<file path="config.mk">
export PLATFORM = sky130hd
export DESIGN_NAME = spi_word_slave
export DESIGN_NICKNAME = d
export VERILOG_FILES = /design/src/rtl/spi_word_slave.sv
export SDC_FILE = /design/constraint.sdc
export NUM_CORES = 1
export LEC_CHECK = 0
export CAP_MARGIN = 20
export CELL_PAD_IN_SITES_DETAIL_PLACEMENT = 2
export CELL_PAD_IN_SITES_GLOBAL_PLACEMENT = 2
export CORE_UTILIZATION = 33
export DETAILED_ROUTE_END_ITERATION = 8
export PLACE_DENSITY = 0.84
export SLEW_MARGIN = 10
export SYNTH_ARGS = -nofsm -noshare
export SYNTH_HDL_FRONTEND = slang
export SYNTH_SLANG_ARGS = --single-unit
export TNS_END_PERCENT = 5
</file>
<file path="constraint.sdc">
create_clock -name clk -period 1.55 [get_ports clk]
set_clock_uncertainty 0.15 [all_clocks]
set_input_delay 0.2325 -clock clk [delete_from_list [all_inputs] [get_ports clk]]
set_output_delay 0.2325 -clock clk [all_outputs]
set_load 0.03 [all_outputs]
</file>
<file path="src/rtl/spi_word_slave.sv">
// SPI word slave: oversamples sck/mosi/cs_n in clk, assembles DATA_W-bit words
// and shifts a double-buffered transmit word out on miso.
module spi_word_slave #(
    parameter int unsigned DATA_W    = 8,
    parameter int unsigned CPOL      = 0,
    parameter int unsigned CPHA      = 0,
    parameter int unsigned MSB_FIRST = 1
) (
    input  logic              clk,
    input  logic              rst_n,
    input  logic              sck,
    input  logic              mosi,
    input  logic              cs_n,
    output logic              miso,
    output logic [DATA_W-1:0] rx_data,
    output logic              rx_valid,
    input  logic              rx_ready,
    input  logic [DATA_W-1:0] tx_data,
    input  logic              tx_valid,
    output logic              tx_ready,
    output logic              busy,
    output logic              overrun,
    output logic              underrun,
    output logic              frame_err
);
    localparam int unsigned   CW   = $clog2(DATA_W);
    localparam logic          IDLE = (CPOL != 0);
    localparam logic [CW-1:0] LAST = CW'(DATA_W - 1);

    logic [1:0]        sck_sync;
    logic [1:0]        mosi_sync;
    logic [1:0]        cs_sync;
    logic              sck_d;
    logic              cs_d;
    logic [CW-1:0]     bit_cnt;
    logic [DATA_W-1:0] rx_shift;
    logic [DATA_W-1:0] tx_shift;
    logic [DATA_W-1:0] hold_data;
    logic              hold_full;

    logic              active;
    logic              lead_ev;
    logic              trail_ev;
    logic              sample_ev;
    logic              shift_ev;
    logic              cs_fall;
    logic              cs_rise;
    logic              word_done;
    logic              load_ev;
    logic              rx_hs;
    logic              tx_hs;
    logic              tx_bit;
    logic [DATA_W-1:0] rx_next;
    logic [DATA_W-1:0] tx_next;

    always_ff @(posedge clk or negedge rst_n) begin
        if (!rst_n) begin
            sck_sync  <= {2{IDLE}};
            sck_d     <= IDLE;
            mosi_sync <= '0;
            cs_sync   <= '1;
            cs_d      <= 1'b1;
        end else begin
            sck_sync  <= {sck_sync[0], sck};
            sck_d     <= sck_sync[1];
            mosi_sync <= {mosi_sync[0], mosi};
            cs_sync   <= {cs_sync[0], cs_n};
            cs_d      <= cs_sync[1];
        end
    end

    always_comb begin
        active    = !cs_sync[1];
        lead_ev   = active && (sck_sync[1] != sck_d) && (sck_sync[1] != IDLE);
        trail_ev  = active && (sck_sync[1] != sck_d) && (sck_sync[1] == IDLE);
        sample_ev = (CPHA != 0) ? trail_ev : lead_ev;
        shift_ev  = (CPHA != 0) ? lead_ev  : trail_ev;
        cs_fall   = cs_d && !cs_sync[1];
        cs_rise   = !cs_d && cs_sync[1];
        word_done = sample_ev && (bit_cnt == LAST);
        // bit_cnt==0 on a shift edge marks a word boundary in both phases
        load_ev   = (shift_ev && (bit_cnt == '0)) || ((CPHA == 0) && cs_fall);
        rx_hs     = rx_valid && rx_ready;
        tx_hs     = tx_valid && !hold_full;
        if (MSB_FIRST != 0) begin
            rx_next = {rx_shift[DATA_W-2:0], mosi_sync[1]};
            tx_next = {tx_shift[DATA_W-2:0], 1'b0};
            tx_bit  = tx_shift[DATA_W-1];
        end else begin
            rx_next = {mosi_sync[1], rx_shift[DATA_W-1:1]};
            tx_next = {1'b0, tx_shift[DATA_W-1:1]};
            tx_bit  = tx_shift[0];
        end
    end

    assign tx_ready = !hold_full;
    assign busy     = active;

    always_ff @(posedge clk or negedge rst_n) begin
        if (!rst_n) begin
            bit_cnt   <= '0;
            rx_shift  <= '0;
            tx_shift  <= '0;
            hold_data <= '0;
            hold_full <= 1'b0;
            rx_data   <= '0;
            rx_valid  <= 1'b0;
            miso      <= 1'b0;
            overrun   <= 1'b0;
            underrun  <= 1'b0;
            frame_err <= 1'b0;
        end else begin
            overrun   <= 1'b0;
            underrun  <= 1'b0;
            frame_err <= 1'b0;
            miso      <= active ? tx_bit : 1'b0;

            if (cs_rise) begin
                if (bit_cnt != '0) begin
                    bit_cnt   <= '0;
                    rx_shift  <= '0;
                    tx_shift  <= '0;
                    frame_err <= 1'b1;
                end
            end else begin
                if (sample_ev) begin
                    rx_shift <= rx_next;
                    bit_cnt  <= (bit_cnt == LAST) ? '0 : bit_cnt + CW'(1);
                end
                if (load_ev) begin
                    tx_shift <= hold_full ? hold_data : '0;
                    underrun <= !hold_full;
                end else if (shift_ev) begin
                    tx_shift <= tx_next;
                end
            end

            // a handshake in the completing cycle frees the slot for the new word
            if (word_done) begin
                if (!rx_valid || rx_hs) begin
                    rx_data  <= rx_next;
                    rx_valid <= 1'b1;
                end else begin
                    overrun  <= 1'b1;
                end
            end else if (rx_hs) begin
                rx_valid <= 1'b0;
            end

            if (tx_hs) begin
                hold_data <= tx_data;
                hold_full <= 1'b1;
            end else if (load_ev) begin
                hold_full <= 1'b0;
            end
        end
    end
endmodule

</file>
Word level (Yosys, flattened, before mapping)
Index checks and enable logic that the tools add are counted.
{ "totals": {"regBits": 48, "latch_bits": 0, "ram_bits": 0, "mem_bits_ro": 0, "in_bits": 15, "wordCells": 70, "memories": 0} }
{ "classes": {"n_addsub": 1, "multipliers": 0, "div_mod_pow": 0, "n_lt_le_gt_ge": 0, "eq_ne": 4, "n_shift": 0, "mux": 23, "bitwise_logic": 1, "reduce_logical": 25} }
{ "op_table": {"columns": ["cell", "count"], "rows": [
  ["2-to-1 mux 8 bit", 5],
  ["2-to-1 mux 7 bit", 2],
  ["2-to-1 mux 1 bit", 12],
  ["2-to-1 mux 3 bit", 4],
  ["logical AND 1 bit", 9],
  ["AND reduction 2 bit", 4],
  ["nonzero test 2 bit", 3],
  ["nonzero test 3 bit", 2],
  ["logical NOT 1 bit", 4],
  ["!= test 2 x 1 -> 1 bit, second input constant", 2],
  ["adder 3 x 1 -> 3 bit, second input constant", 1],
  ["equality test 3 bit, second input constant", 1],
  ["logical NOT 3 bit", 1],
  ["logical OR 1 bit", 2],
  ["!= test 1 bit", 1],
  ["NOT 1 bit", 1]
]} }

Longest topological paths before layout
Gate-level depths: netlist of the first run.
{ "logic_depth": {"word_depth": 7, "mapped_depth": 7, "ltp_nobuf": 6} }

Least setup slack after synthesis of the first run
Ideal clock, no wire load.
{ "synth_path": {"path_type": "flip-flop to flip-flop", "start": "register bit_cnt[0]", "end": "register bit_cnt[0]", "t_arrival_ns": 1.374, "slack_ns": -0.099, "path_stages_with_launch": 7, "path_buffers": 0, "synth_period_minus_slack_ns": 1.649, "path_cell_list": "dfrtp_1 -> inv_1 -> ha_1 -> nor2b_1 -> nor3_4 -> nor2_4 -> mux2_4"} }
{ "synth_via": {"elab_chain_len": 4, "word_cells_on_any_way": 8, "classes_between": "1 x add/sub; 2 x eq/ne; 3 x mux; 2 x reduce/logical"} }
{ "synth_rtl": {"columns": ["item", "line", "text"], "rows": [
  ["start: declaration", "35", "logic [CW-1:0] bit_cnt;"],
  ["start signal: assignment", "128", "bit_cnt <= (bit_cnt == LAST) ? '0 : bit_cnt + CW'(1);"],
  ["adder 3 x 1 -> 3 bit or equality test 3 bit (tied branches)", "128", null],
  ["2-to-1 mux 3 bit", "128", null],
  ["2-to-1 mux 3 bit", "126", "if (sample_ev) begin"],
  ["2-to-1 mux 3 bit", "118", "if (cs_rise) begin"]
]} }
Parallel ways exist; a longest one is shown, timed or not. The select of a mux whose other input is x is not followed.
A chain may end at the register's enable or synchronous reset.

Worst setup path in the final report of the first run
{ "layout_path": {"start": "register bit_cnt[0]", "end": "register tx_shift[6]"} }
{ "layout_via": {"elab_chain_len": 5, "word_cells_on_any_way": 9, "classes_between": "1 x eq/ne; 2 x mux; 6 x reduce/logical"} }
{ "layout_rtl": {"columns": ["item", "line", "text"], "rows": [
  ["logical NOT 3 bit", "82", "load_ev = (shift_ev && (bit_cnt == '0)) || ((CPHA == 0) && cs_fall);"],
  ["logical AND 1 bit", "82", null],
  ["logical OR 1 bit", "82", null],
  ["nonzero test 3 bit (no source line) or 2-to-1 mux 8 bit (tied branches)", null, null],
  ["AND reduction 2 bit (no source line) or 2-to-1 mux 8 bit (tied branches)", null, null],
  ["end signal: assignment", "131", "tx_shift <= hold_full ? hold_data : '0;"],
  ["end signal: assignment", "134", "tx_shift <= tx_next;"],
  ["end: declaration", "37", "logic [DATA_W-1:0] tx_shift;"]
]} }
Parallel ways exist; a longest one is shown, timed or not.

==> parameters.txt, run 1 <==
Parameter                              Value

Setup path
  Nature of the critical path startpoint    flip-flop
  Largest fanout of any net on the critical path    7
  Buffer and inverter count on the worst path    2
  Top delay family on crit path    flip-flops
  Delay of the slowest cell on the worst path    ~0.4 ns
  Setup Crit Path Kind    flip-flop to flip-flop
  Worst reg2reg endpoint    tx_shift[6]
  Data arrival at the endpoint of the critical path    roughly 1.7 ns
  Endpoint required time on the critical path    ~1.6 ns
  Slack of the worst reg-to-reg path    -0.1 ns
  Critical path, cell by cell    inv_1 -> ha_1 -> nor2b_4 -> a21o_1 -> buf_12 -> mux2i_2 -> o2bb2ai_1
  Source of the critical timing path    bit_cnt[0]
  Cells on worst reg2reg path    7
  R2r startpoint    bit_cnt[0]
  Cell with the biggest individual delay on the critical path    sky130_fd_sc_hd__dfrtp_1
  Type of element capturing the critical path    flip-flop

GRT
  Aggregate global-route resource usage    approximately 16%
  First-pass GRT wire length    7200 um
  Overflow left after global routing    0
  Number of global-route vias before repair    ~1400
  Largest net degree at the start of global routing    49
  Initial antenna violation count    0

Synthesis
  Post-synthesis async set-or-reset flop share    100%
  Post-synthesis cell type count    26
  Part of the Yosys area used for sequential elements    62.6%
  Nets in the synthesized netlist    149
  Number of synthesized register bits    48
  Fraction of the mapped netlist area in compound gates    a little under a tenth
  Number of enable-type register cells in the synthesized netlist    0
  Syn avg cell area    between 10 and 15 sq um
  Total standard cell area after synthesis    1930 sq um
  Post-synth top flop    sky130_fd_sc_hd__dfrtp_1
  Largest family of logic cells by synthesized area    multiplexers
  Simple logic cell fraction of the synthesized area    under 10%
  Proportion of synthesized area in mux cells    14.3%
  Post-synthesis share of cell area spent on xor and xnor gates    0%
  Count of synthesis-stage warnings from yosys    0
  Synth Area in Adders    under 10%
  Gate Count Post-Synth    approximately 130

Worst hold path
  Cells on Worst Hold Path    1
  Hold_sp    cs_n
  Class of the most critical hold timing path    primary input to flip-flop
  Hold endpoint    cs_sync[0]

Timing
  Max-slew headroom at the worst pin    about 77%
  Worst Tran Pin Value    between 0.3 and 0.4 ns
  Number of setup violations in the final report    25
  Number of max-slew violations in the final report    0
  Clock period minus worst slack    1.65 ns
  Max Freq    607 MHz
  Final worst-path cycle share    106%
  Fin worst setup slack    -0.0975 ns
  Final number of hold-violating endpoints    0
  Setup TNS after final layout    -1.69 ns
  RSZ-0062 raised after global routing    true

Floorplanning
  IO Count    30
  Overall die area    ~6100 sq um
  Placeable core region    between 5000 and 6000 sq um
  Floorplan row count    27
  Die boundary height    between 70 and 80 um
  Width of the die    approximately 78 um
  Initial cell density of the core    around a third

Finish
  # nets final    about 200
  Area growth syn-to-layout    30.4%
  Non-filler cells, final    250
  Fraction of layout cells with a size suffix above 1    a little under a third
  Final design instance area without fill    approximately 2500 sq um
  Diodes inserted    0

Placement
  Placed wire-length estimate    a little over 3000 um
  Worst slack at placement    -0.251 ns
  Final RePlAce weighted congestion    0.695
  Placed instance area    2400 sq um
  Post-placement cell count    240
  Number of I/O port buffers    29

Detailed routing
  Detailed router's first-iteration violation count    34
  Routed wirelength normalized by instance count    ~17 um
  Number of vias after detailed routing    1208
  Detailed-route vias per instance    roughly 4.8
  Routed wire length    approximately 4200 um
  DRC violations left    0
  DRT antenna net count    0
  First-pass iteration count of the detailed router    4

Flow run
  Number of maximum-capacitance constraint violations    0

Clock network
  H-tree lvl count    2
  TritonCTS buffer count    5
  Worst-skew pair later-pin latency    0.30 ns
  TritonCTS sink count    between 40 and 50
  Post-CTS clock slew at the launch and capture registers of the worst setup and hold paths    0.08 ns
  Deepest clock path buffer count    2
  Root buffer selected by CTS    sky130_fd_sc_hd__clkbuf_8
  TritonCTS clock tree    yes

Pwr
  Clock power share    between 20% and 30%
  Net switching fraction of the power    a little under a third
  Standby leakage power    around 1.2 nW
  Part of the power in combinational logic    between 30% and 40%
  Max VDD drop    0.443 mV
  Pwr Density    approximately 1400 nW/um^2
  Sequential share of power    47.9%
  Internal power consumption    0.00249 W
  Net switching power    0.00110 W

Outcome
  Result of the run    finished with violations
  Violated checks    setup timing
==> how the worst max path moves through the flow <==
| stage | cells past startpoint | slack, ns | endpoint |
|---|---|---|---|
| 6_report | 7 | -0.1 | tx_shift[6] |
| 5_1_grt | 7 | -0.19 | rx_shift[5] |
| 4_1_cts | 7 | -0.12 | tx_shift[6] |
| 3_5_place_dp | 6 | -0.25 | tx_shift[5] |
| 3_3_place_gp | 4 | -0.08 | hold_data[6] |
| 2_1_floorplan | 4 | -0.03 | bit_cnt[0] |
==> cell usage after synthesis (2+ instances only) <==
cell type                    n  area share, %
sky130_fd_sc_hd__dfrtp_1    45             58
sky130_fd_sc_hd__mux2_2     16            9.4
sky130_fd_sc_hd__a22o_1      8            3.6
sky130_fd_sc_hd__mux2i_1     8            4.2
sky130_fd_sc_hd__o2bb2ai_1   8            3.6
sky130_fd_sc_hd__and2_1      7            2.3
sky130_fd_sc_hd__nand2_1     4           0.78
sky130_fd_sc_hd__nor2_1      4           0.78
sky130_fd_sc_hd__a21o_1      3            1.2
sky130_fd_sc_hd__buf_4       3            1.2
sky130_fd_sc_hd__dfstp_2     3            4.1
sky130_fd_sc_hd__ha_1        3            1.9
sky130_fd_sc_hd__inv_1       3           0.58
sky130_fd_sc_hd__nor2b_1     3           0.97
sky130_fd_sc_hd__and2b_1     2           0.78
==> worst reg2reg max path, stage by stage, from the launching register on <==
cell and delay [ns]:
sky130_fd_sc_hd__dfrtp_1 0.40, sky130_fd_sc_hd__inv_1 0.07, sky130_fd_sc_hd__ha_1 0.14, sky130_fd_sc_hd__nor2b_4 0.18, sky130_fd_sc_hd__a21o_1 0.14, sky130_fd_sc_hd__buf_12 0.14
sky130_fd_sc_hd__mux2i_2 0.23, sky130_fd_sc_hd__o2bb2ai_1 0.08
==> per-stage QoR <==
stage | util (%) | total power [W] | hold WS, ns
2_1_floorplan | - | 0.00236 | -0.213
3_3_place_gp | 43.1 | 0.00273 | 0.0829
3_5_place_dp | 43.1 | 0.00284 | 0.0940
4_1_cts | 45.0 | 0.00365 | 0.193
5_1_grt | 45.1 | 0.00381 | 0.212
6_report | 45.1 | 0.00359 | 0.198
==> cell type report <==
class	instances	area, sq um
Inverter	4	15.0
Clock buffer	7	76.3
Tap cell	72	90.1
Timing Repair Buffer	44	420
Clock inverter	1	5.00
Sequential cell	48	1200
Fill cell	559	3060
Multi-Input combinational cell	74	699
==> sequential cells by signal, indices dropped and copies added, names as in the netlist <==
| name | flops |
|---|---|
| frame_err | 1 |
| hold_full | 1 |
| cs_d | 1 |
| sck_d | 1 |
| rx_data | 8 |
| cs_sync | 2 |
| overrun | 1 |
| miso | 1 |
| tx_shift | 8 |
| sck_sync | 2 |
| mosi_sync | 2 |
| underrun | 1 |
| hold_data | 8 |
| rx_shift | 7 |
| bit_cnt | 3 |
| rx_valid | 1 |
==> cell families (layout without fill, tap and decap cells) <==
family,count (synthesis),count (layout)
AOI/OAI and AO/OA,20,20
and+or+nand+nor,26,26
muxes,25,25
buffers and inverters,9,56
adders and majority gates,3,3
DFF,48,48
==> timing repair <==
item,4_1_cts,5_1_grt
cloned,0,0
setup buffers,1,0
pin swaps,7,0
hold buffers,1,0
endpoints found under the setup margin,42,29
gates resized for setup,21,1
endpoints found under the hold margin,45,0
==> placed cells by master (no fill, tap or decap), types with 3 or more instances in the layout <==
cell type                         synthesis  routed
sky130_fd_sc_hd__dfrtp_1                 45      45
sky130_fd_sc_hd__mux2_2                  16      16
sky130_fd_sc_hd__clkdlybuf4s50_1          0      13
sky130_fd_sc_hd__dlygate4sd2_1            0      13
sky130_fd_sc_hd__buf_4                    3      12
sky130_fd_sc_hd__o2bb2ai_1                8       8
sky130_fd_sc_hd__a22o_1                   8       8
sky130_fd_sc_hd__and2_1                   7       7
sky130_fd_sc_hd__mux2i_1                  8       6
sky130_fd_sc_hd__clkbuf_8                 0       5
sky130_fd_sc_hd__nor2_1                   4       4
sky130_fd_sc_hd__inv_1                    3       3
sky130_fd_sc_hd__nand2_1                  4       3
sky130_fd_sc_hd__a21o_1                   3       3
sky130_fd_sc_hd__ha_1                     3       3
sky130_fd_sc_hd__dfstp_2                  3       3
sky130_fd_sc_hd__buf_12                   0       3
==> per-layer routing <==
| layer | vias to the layer above | global-route usage [%] | wire length (um) |
|---|---|---|---|
| met3 | 5 | 4.19 | 155 |
| met1 | 635 | 17.6 | 1590 |
| li1 | 546 | - | - |
| met4 | 0 | 3.89 | 51 |
| met5 | - | 0 | 0 |
| met2 | 22 | 29.5 | 2430 |
==> power groups by stage <==
| stage | clock (W) | combinational (W) | sequential [W] |
|---|---|---|---|
| after floorplan | 0 | 0.000653 | 0.00171 |
| after global placement | 0 | 0.00102 | 0.00170 |
| after detailed placement | 0 | 0.00111 | 0.00174 |
| after CTS | 0.000765 | 0.00116 | 0.00172 |
| after global routing | 0.000807 | 0.00125 | 0.00176 |
| final | 0.000718 | 0.00115 | 0.00172 |
No activity file was read; power rests on OpenSTA's default activity.
==> inputs of run 2 (changes only) <==
--- a/config.mk
+++ b/config.mk
@@ -10,6 +10,7 @@
 export CELL_PAD_IN_SITES_GLOBAL_PLACEMENT = 2
 export CORE_UTILIZATION = 33
 export DETAILED_ROUTE_END_ITERATION = 8
+export GPL_TIMING_DRIVEN = 0
 export PLACE_DENSITY = 0.84
 export SLEW_MARGIN = 10
 export SYNTH_ARGS = -nofsm -noshare
==> run 2 against run 1 <==
The flow still finishes with violations (setup timing). Wire length down 3.2%. Utilization shrank 0.47 points. Register-to-register slack got worse by 0.03 ns. Critical path type unchanged. Critical endpoint is now tx_shift[5]. Largest cell class unchanged.
==> parameters.txt, run 2 (same netlist as run 1, synthesis figures left out) <==
Parameter                              Value

Timing
  Final worst-path cycle share    108% (+2.1 points)
  Final number of hold-violating endpoints    0 (unchanged)
  Max Freq    595 MHz (-2.0%)
  Max-slew headroom at the worst pin    67.6% (-9.8 points)
  Setup TNS after final layout    -2.12 ns (-0.431 ns)
  Minimum hold slack    0.206 ns (+0.00799 ns)
  RSZ-0062 raised after global routing    true
  Clock period minus worst slack    1.68 ns (+0.0328 ns)
  Worst Tran Pin Value    0.486 ns (+0.148 ns)
  Fin worst setup slack    -0.130 ns (-0.0328 ns)
  Number of max-slew violations in the final report    0 (unchanged)
  Number of setup violations in the final report    25 (unchanged)

Clock network
  Worst-skew pair later-pin latency    0.31 ns (about the same)
  TritonCTS buffer count    5 (unchanged)
  Deepest clock path buffer count    2 (unchanged)
  H-tree lvl count    2 (unchanged)
  Post-CTS clock slew at the launch and capture registers of the worst setup and hold paths    0.09 ns (about the same)
  Root buffer selected by CTS    sky130_fd_sc_hd__clkbuf_8
  TritonCTS clock tree    yes
  TritonCTS sink count    48 (unchanged)

Finish
  Fraction of layout cells with a size suffix above 1    28.3% (-2.6 points)
  Diodes inserted    0 (unchanged)
  Area growth syn-to-layout    29.0%
  # nets final    190 (-2.6%)
  Most common cell after layout, fill and taps aside    sky130_fd_sc_hd__dfrtp_1
  Filler cell count in the final layout    539 (-3.6%)
  Largest registers    hold_data: 8 flops, rx_data: 8 flops, tx_shift: 8 flops
  Most frequent cells in the layout    45 x sky130_fd_sc_hd__dfrtp_1, 16 x sky130_fd_sc_hd__mux2_2, 13 x sky130_fd_sc_hd__clkdlybuf4s50_1, 13 x sky130_fd_sc_hd__dlygate4sd2_1

Placement
  Number of I/O port buffers    29 (unchanged)
  Placed wire-length estimate    2950 um (-3.8%)
  Final RePlAce weighted congestion    0.683 (-1.8%)
  Worst slack at placement    -0.224 ns (+0.0271 ns)

Detailed routing
  Detailed router's first-iteration violation count    35 (+2.9%)
  Routed wirelength normalized by instance count    16.7 um (-1.3%)
  Number of vias after detailed routing    1173 (-2.9%)
  DRC violations left    0 (unchanged)
  Routed wire length    4090 um (-3.2%)
  DRT antenna net count    0 (unchanged)
  Detailed-route vias per instance    4.79 (-0.92%)
  First-pass iteration count of the detailed router    4 (unchanged)

Pwr
  Overall power of the completed layout    0.00361 W (+0.67%)
  Pwr Density    1450 nW/um^2 (+1.7%)
  Standby leakage power    1.21 nW (-1.2%)
  Max VDD drop    0.649 mV (+47%)

Setup path
  Slack of the worst reg-to-reg path    -0.13 ns (-0.03 ns)
  Endpoint required time on the critical path    1.58 ns (-0.02 ns)
  Largest fanout of any net on the critical path    7 (unchanged)
  Type of element capturing the critical path    flip-flop
  Data arrival at the endpoint of the critical path    1.71 ns (about the same)
  Nature of the critical path startpoint    flip-flop
  Setup Crit Path Kind    flip-flop to flip-flop

Worst hold path
  Class of the most critical hold timing path    flip-flop to flip-flop

Floorplanning
  Die boundary height    78.4 um (unchanged)
  Floorplan row count    27 (unchanged)
  Width of the die    78.4 um (unchanged)
  IO Count    30 (unchanged)
  Initial cell density of the core    34.5% (unchanged)
  Overall die area    6140 sq um (unchanged)
  Placeable core region    5570 sq um (unchanged)

GRT
  Largest net degree at the start of global routing    30 (-39%)
  Initial antenna violation count    0 (unchanged)
  Overflow left after global routing    0 (unchanged)
  Aggregate global-route resource usage    15.3% (-0.43 points)
  Number of global-route vias before repair    1410 (+1.1%)
  First-pass GRT wire length    6950 um (-3.5%)

Outcome
  Result of the run    finished with violations
  Violated checks    setup timing

Flow run
  Number of maximum-capacitance constraint violations    0 (unchanged)
==> run 2: cell types whose count changed in the layout (fill, tap and decap cells not counted), sizes merged <==
cell	delta
clkbuf	-1
clkdlybuf4s15	-1
bufinv	+1
buf	-4
==> run 2: cell type report <==
| cell class | count | area (sq um) | share of cell area, % |
|---|---|---|---|
| Clock inverter | 2 | 35.0 | 1.41 |
| Sequential cell | 48 | 1200 | 48.5 |
| Multi-Input combinational cell | 74 | 689 | 27.7 |
| Inverter | 4 | 17.5 | 0.705 |
| Tap cell | 72 | 90.1 | 3.63 |
| Timing Repair Buffer | 34 | 333 | 13.4 |
| Buffer | 5 | 42.5 | 1.71 |
| Clock buffer | 6 | 72.6 | 2.92 |
==> run 2: path summary, 6_finish.rpt <==
check,start,end,cells past startpoint
worst max-delay path,bit_cnt[0],tx_shift[5],7
worst min-delay path,mosi_sync[0],mosi_sync[1],0
worst max register to register,bit_cnt[0],tx_shift[5],7
worst min register to register,mosi_sync[0],mosi_sync[1],0
max in group asynchronous,rst_n,hold_data[2],3
min in group asynchronous,rst_n,rx_shift[1],2
==> run 2: power breakdown <==
part	internal [W]	leakage [nW]	total, W	switching [W]
Sequential	0.00153	0.617	0.00171	0.000177
Clock	0.000479	0.0552	0.000885	0.000406
Combinational	0.000551	0.543	0.00102	0.000466
==> run 2: critical path, stage by stage, from the launching register on <==
cell and delay (ns):
sky130_fd_sc_hd__dfrtp_1 0.43, sky130_fd_sc_hd__inv_1 0.07, sky130_fd_sc_hd__ha_2 0.16, sky130_fd_sc_hd__nor2b_4 0.20
sky130_fd_sc_hd__a21o_1 0.12, sky130_fd_sc_hd__buf_6 0.14, sky130_fd_sc_hd__mux2i_1 0.21, sky130_fd_sc_hd__o2bb2ai_1 0.08
==> run 2: repair_timing <==
action	CTS	global route
setup buffers	2	1
pin swaps	4	10
cloned	0	0
hold endpoints to repair	16	0
resized for setup	32	5
endpoints found under the setup margin	42	28
hold buffers	1	0
==> run 2: metal layers <==
metal,vias to the layer above,part of all wire (%),global-route usage [%],wire [um]
met3,7,3.4,4.19,138
met4,0,1.8,6.48,75
met5,-,0,0,0
li1,538,-,-,-
met2,24,54,27.9,2200
met1,604,41,16.6,1680
==> run 2: per-stage QoR <==
step / util, % / std cells / instance area, sq um
after CTS: 44.3 / 244 / 2470
after floorplan: - / 131 / 1930
final: 44.6 / 245 / 2480
after global placement: 41.4 / 232 / 2310
after global routing: 44.6 / 245 / 2480
after detailed placement: 41.7 / 233 / 2320
==> inputs of run 3 (changes only) <==
--- a/config.mk
+++ b/config.mk
@@ -5,6 +5,7 @@
 export SDC_FILE = /design/constraint.sdc
 export NUM_CORES = 1
 export LEC_CHECK = 0
+export ABC_CLOCK_PERIOD_IN_PS = 1550
 export CAP_MARGIN = 20
 export CELL_PAD_IN_SITES_DETAIL_PLACEMENT = 2
 export CELL_PAD_IN_SITES_GLOBAL_PLACEMENT = 2
==> results of run 3 <==
The final DEF is identical to that of run 2; final timing and power are the same.
